--- config.mk ---
export PLATFORM = sky130hd
export DESIGN_NAME = interp_out_seq
export DESIGN_NICKNAME = d
export VERILOG_FILES = /design/src/rtl/interp_pkg.sv /design/src/rtl/interp_norm_sat.sv /design/src/rtl/interp_out_seq.sv
export SDC_FILE = /design/constraint.sdc
export NUM_CORES = 1
export LEC_CHECK = 0
export CAP_MARGIN = 30
export CORE_MARGIN = 5
export CORE_UTILIZATION = 50
export DETAILED_ROUTE_END_ITERATION = 6
export PLACE_DENSITY = 0.8
export SLEW_MARGIN = 20
export SYNTH_ARGS = -nofsm -noshare
export SYNTH_HDL_FRONTEND = slang
export SYNTH_HIERARCHICAL = 1
export SYNTH_SLANG_ARGS = --single-unit
--- constraint.sdc ---
create_clock -name clock -period 8.4 [get_ports clock]
set_clock_uncertainty 0.05 [all_clocks]
set_input_delay 1.68 -clock clock [delete_from_list [all_inputs] [get_ports clock]]
set_output_delay 1.68 -clock clock [all_outputs]
set_load 0.05 [all_outputs]
--- src/rtl/interp_pkg.sv ---
// interp_pkg
//   Shared definitions for the interpolator output sequencer:
//     SUM_W    - width of the interpolator A/B/C sums (two's complement)
//     PIX_MAX  - largest unsigned pixel value produced by saturation
//     phase_t  - 2-bit beat index (0=center, 1=A, 2=B, 3=C)
//     state_t  - sequencer states (IDLE, EMIT)
package interp_pkg;

  localparam int SUM_W   = 40;
  localparam int PIX_MAX = 255;

  typedef logic [1:0] phase_t;

  typedef enum logic {
    IDLE = 1'b0,
    EMIT = 1'b1
  } state_t;

endpackage

--- src/rtl/interp_norm_sat.sv ---
// interp_norm_sat
//   Combinational normalise-and-saturate stage. Sign-extends a SUM_W-bit
//   two's complement sum by one bit, adds an optional rounding bias,
//   arithmetic-shifts right by NORM_SHIFT and clamps to [0, PIX_MAX].
//
//   Build option:
//     INTERP_OUT_ROUND_EN - when defined, bias is 2^(NORM_SHIFT-1)
//                           (round half up); otherwise bias is 0 (floor).
//
//   Ports:
//     sum   in  [SUM_W-1:0]  signed interpolator sum
//     pixel out [7:0]        unsigned saturated pixel
module interp_norm_sat
  import interp_pkg::*;
#(
  parameter int NORM_SHIFT = 6
) (
  input  logic [SUM_W-1:0] sum,
  output logic [7:0]       pixel
);

`ifdef INTERP_OUT_ROUND_EN
  localparam logic signed [SUM_W:0] ROUND_TERM =
    $signed({{SUM_W{1'b0}}, 1'b1}) <<< (NORM_SHIFT - 1);
`else
  localparam logic signed [SUM_W:0] ROUND_TERM = '0;
`endif

  logic signed [SUM_W:0] biased;
  logic signed [SUM_W:0] shifted;

  // The extra sign bit keeps the rounding add from overflowing even for the
  // most positive sum, so the clamp below only has to look at the sign and
  // at whether anything is set above the pixel byte.
  always_comb begin
    biased  = $signed({sum[SUM_W-1], sum}) + ROUND_TERM;
    shifted = biased >>> NORM_SHIFT;
    if (shifted[SUM_W]) begin
      pixel = '0;
    end else if (|shifted[SUM_W-1:8]) begin
      pixel = 8'(PIX_MAX);
    end else begin
      pixel = shifted[7:0];
    end
  end

endmodule

--- src/rtl/interp_out_seq.sv ---
// interp_out_seq
//   Serialises one interpolator window result into four pixel beats:
//   phase 0 = original center sample, phases 1..3 = normalised and
//   saturated A, B, C sums. A window is captured into holding registers on
//   accept; beats follow with valid/ready flow control. A new window may be
//   accepted on the final beat's handshake so back-to-back windows stream
//   without a bubble.
//
//   Build option:
//     INTERP_OUT_ROUND_EN - round half up in the normalise stage
//                           (default: floor).
//
//   Ports:
//     clock      in       sole clock, rising edge
//     reset      in       asynchronous active-high reset
//     in_valid   in       window presented on a_val/b_val/c_val/center
//     in_ready   out      window accepted this cycle when in_valid is high
//     a_val      in  [39:0] A sum, two's complement
//     b_val      in  [39:0] B sum, two's complement
//     c_val      in  [39:0] C sum, two's complement
//     center     in  [7:0]  original sample (window tap 4)
//     out_valid  out      out_pixel is valid
//     out_ready  in       downstream accepts the beat
//     out_pixel  out [7:0] unsigned pixel
//     out_phase  out [1:0] beat index
//     out_last   out      high on phase 3
module interp_out_seq
  import interp_pkg::*;
#(
  parameter int NORM_SHIFT = 6
) (
  input  logic             clock,
  input  logic             reset,
  input  logic             in_valid,
  output logic             in_ready,
  input  logic [SUM_W-1:0] a_val,
  input  logic [SUM_W-1:0] b_val,
  input  logic [SUM_W-1:0] c_val,
  input  logic [7:0]       center,
  output logic             out_valid,
  input  logic             out_ready,
  output logic [7:0]       out_pixel,
  output logic [1:0]       out_phase,
  output logic             out_last
);

  state_t           state;
  state_t           state_next;
  phase_t           phase;
  phase_t           phase_next;

  logic [SUM_W-1:0] a_q;
  logic [SUM_W-1:0] b_q;
  logic [SUM_W-1:0] c_q;
  logic [7:0]       center_q;

  logic             accept;
  logic             fire;
  logic             last_fire;
  logic [SUM_W-1:0] sel_sum;
  logic [7:0]       norm_pixel;

  assign accept    = in_valid && in_ready;
  assign fire      = out_valid && out_ready;
  assign last_fire = fire && (phase == 2'd3);

  // State and phase registers.
  always_ff @(posedge clock or posedge reset) begin
    if (reset) begin
      state <= IDLE;
      phase <= '0;
    end else begin
      state <= state_next;
      phase <= phase_next;
    end
  end

  // Next state and phase. An accept always restarts at phase 0, which also
  // covers the overlapped accept on the last beat; otherwise the phase only
  // moves on a completed handshake and returns to 0 when the window ends.
  always_comb begin
    state_next = state;
    phase_next = phase;
    case (state)
      IDLE: begin
        if (accept) begin
          state_next = EMIT;
          phase_next = '0;
        end
      end
      EMIT: begin
        if (last_fire) begin
          phase_next = '0;
          if (!accept) begin
            state_next = IDLE;
          end
        end else if (fire) begin
          phase_next = phase + 2'd1;
        end
      end
      default: begin
        state_next = IDLE;
        phase_next = '0;
      end
    endcase
  end

  // Holding registers: the inputs only matter in the accept cycle.
  always_ff @(posedge clock or posedge reset) begin
    if (reset) begin
      a_q      <= '0;
      b_q      <= '0;
      c_q      <= '0;
      center_q <= '0;
    end else if (accept) begin
      a_q      <= a_val;
      b_q      <= b_val;
      c_q      <= c_val;
      center_q <= center;
    end
  end

  // Outputs. in_ready is masked by reset so nothing is accepted while reset
  // is held; the reset state already forces the other outputs to zero.
  always_comb begin
    out_valid = (state == EMIT);
    in_ready  = !reset && ((state == IDLE) || last_fire);
    out_phase = phase;
    out_last  = (phase == 2'd3);
    case (phase)
      2'd1:    sel_sum = a_q;
      2'd2:    sel_sum = b_q;
      default: sel_sum = c_q;
    endcase
    out_pixel = (phase == 2'd0) ? center_q : norm_pixel;
  end

  interp_norm_sat #(
    .NORM_SHIFT(NORM_SHIFT)
  ) u_norm_sat (
    .sum  (sel_sum),
    .pixel(norm_pixel)
  );

endmodule

==> results.sh <==
export IMPL_outcome="complete, no violations"
export IMPL_ir_drop_mv=0.2997
export IMPL_die_x_microns=117.0
export IMPL_clkTransAtPathRegs_ns=0.05
export IMPL_grt_total_usage_pct=19.62
export IMPL_ios=145
export IMPL_syn_num_nets=550
export IMPL_clock_sinks=113
export IMPL_fmax_ghz=0.1592
export IMPL_post_cts_buffers=0
export IMPL_drv_cap=0
export IMPL_antenna_found_initial=0
export IMPL_dr_pass1_iters=4
export IMPL_num_rows=39
export IMPL_dr_total_vias=3647
export IMPL_worstSkewPairLatency_ns=0.41
export IMPL_die_height_microns=117.0
export IMPL_utilization_pct=66.45
export IMPL_worst_pin_slew_ns=0.9026
export IMPL_setup_tns_ns=0
export IMPL_core_area_sq_mm=0.01132
export IMPL_hpwlAfterDp_microns=8788
export IMPL_crit_path_end_kind="output port"
export IMPL_drc=0
export IMPL_critPathKind="flop to output port"
export IMPL_overflow=0
export IMPL_synth_warnings=6
export IMPL_critPathLaunchType="flop"
export IMPL_rsz0062_at_grt="false"
export IMPL_n_fill_cell=817
export IMPL_slew_headroom_pct=39.83
export IMPL_arrival_ns=4.55
export IMPL_crit_fanout=39
export IMPL_start_util_pct=50.60
export IMPL_power_w=0.003334
export IMPL_num_nets_final=667
export IMPL_netlist_area_sq_mm=0.005728
export IMPL_syn_area_per_cell_sq_um=13.84
export IMPL_grt_max_degree=60
export IMPL_grt_pass1_vias=4022
export IMPL_period_minus_slack_ns=6.281
export IMPL_drt_initial_drc_count=189
export IMPL_fin_crit_sh_pct=74.78
export IMPL_via_per_inst=5.309
export IMPL_drive_gt1_share_pct=30.15
export IMPL_antenna_cells=0
export IMPL_area_sequential_sq_mm=0.002828
export IMPL_p_leak_nw=3.234
export IMPL_wl_per_cell_microns=18.87
export IMPL_grt_pass1_wl_microns=20490
export IMPL_htreeDepth=4
export IMPL_whs_ns=0.4587
export IMPL_die_area_sq_mm=0.01370
export IMPL_critPathRequiredTime_ns=6.67
export IMPL_clockBufferDepth=2
export IMPL_synthCells=414
export IMPL_drt_total_wl_microns=12960
export IMPL_cts_root_buf="clkbuf_16"
export IMPL_maxSlewViolCount=0
export IMPL_area_growth_pct=31.32
export IMPL_hold_viol=0
export IMPL_multi_input_area_sq_mm=0.002557
export IMPL_powerDensity_mw_per_mm2=443.3
export IMPL_place_congestion=0.8021
export IMPL_cts_resized=0
export IMPL_min_delay_path_class="flop to flop"
export IMPL_ant_nets=0
export IMPL_cts_hold_buf=0
export IMPL_setup_viol=0
export IMPL_cts_buffers_inserted=17
export IMPL_cts_tree="built"
export IMPL_port_buffers=126
-- worst max-delay path: stages (launching register included) --
cell and delay (ns):
dfrtp_1 0.47, inv_1 0.11, ha_2 0.69, buf_4 0.46
nor2_1 0.09, a21oi_1 0.64, nor4_1 0.16, and4_1 0.36
a31oi_1 0.17, mux2_2 0.17, clkdlybuf4s50_1 0.80
-- power breakdown --
| part | leakage [nW] | internal [W] | switching (W) | total [W] |
|---|---|---|---|---|
| sequential | 1.35 | 0.000825 | 0.000173 | 0.000998 |
| combinational | 1.59 | 0.000803 | 0.000809 | 0.00161 |
| clock | 0.297 | 0.000481 | 0.000243 | 0.000724 |
| total | 3.23 | 0.00211 | 0.00123 | 0.00333 |
-- path summary, 6_finish.rpt --
kind	endpoint	startpoint	cells past startpoint	slack, ns
worst max-delay path	out_pixel[5]	out_phase[0]	10	2.12
worst min-delay path	c_q[23]	c_q[23]	1	0.46
worst max register to register	c_q[9]	out_phase[0]	7	5.39
worst min register to register	c_q[23]	c_q[23]	1	0.46
max in group asynchronous	b_q[12]	reset	3	5.36
min in group asynchronous	a_q[16]	reset	2	1.74
-- through the flow --
step | worst slack (ns) | instances | area (sq um)
floorplan | 3.683 | 414 | 5728
global placement | 2.574 | 654 | 6884
detailed placement | 2.504 | 654 | 6884
CTS | 2.020 | 686 | 7495
global route | 1.768 | 687 | 7522
finish | 2.119 | 687 | 7522
-- cell type report --
class | instances | share of cell area, %
clock buffer | 23 | 6.753
clock inverter | 9 | 1.364
inverter | 3 | 0.1830
multi-input combinational | 263 | 34.00
sequential | 113 | 37.59
tap | 143 | 2.379
timing repair buffer | 133 | 17.73
-- sequential cells by signal, indices dropped and copies added, names as in the netlist --
signal	cells
out_valid	1
a_q	34
center_q	8
c_q	34
out_phase	2
b_q	34
-- metal layers --
| layer | vias to the layer above | wire, microns | track usage (%) |
|---|---|---|---|
| met5 | - | 0 | 0 |
| met4 | 0 | 197 | 7.339 |
| met3 | 13 | 689 | 5.656 |
| met2 | 101 | 6524 | 32.16 |
| met1 | 1810 | 5550 | 24.78 |
| li1 | 1723 | - | - |
-- cell usage in the layout, fill, tap and decap left out, types with 4 or more instances in the layout --
cell type,n
clkinv_2,4
clkbuf_8,6
a31oi_1,9
nor2_1,45
mux2_4,102
buf_4,6
dfrtp_1,113
a22oi_1,34
mux2_2,16
clkdlybuf4s50_1,126
a21oi_1,36
clkbuf_16,17
No activity file was read; power rests on OpenSTA's default activity.
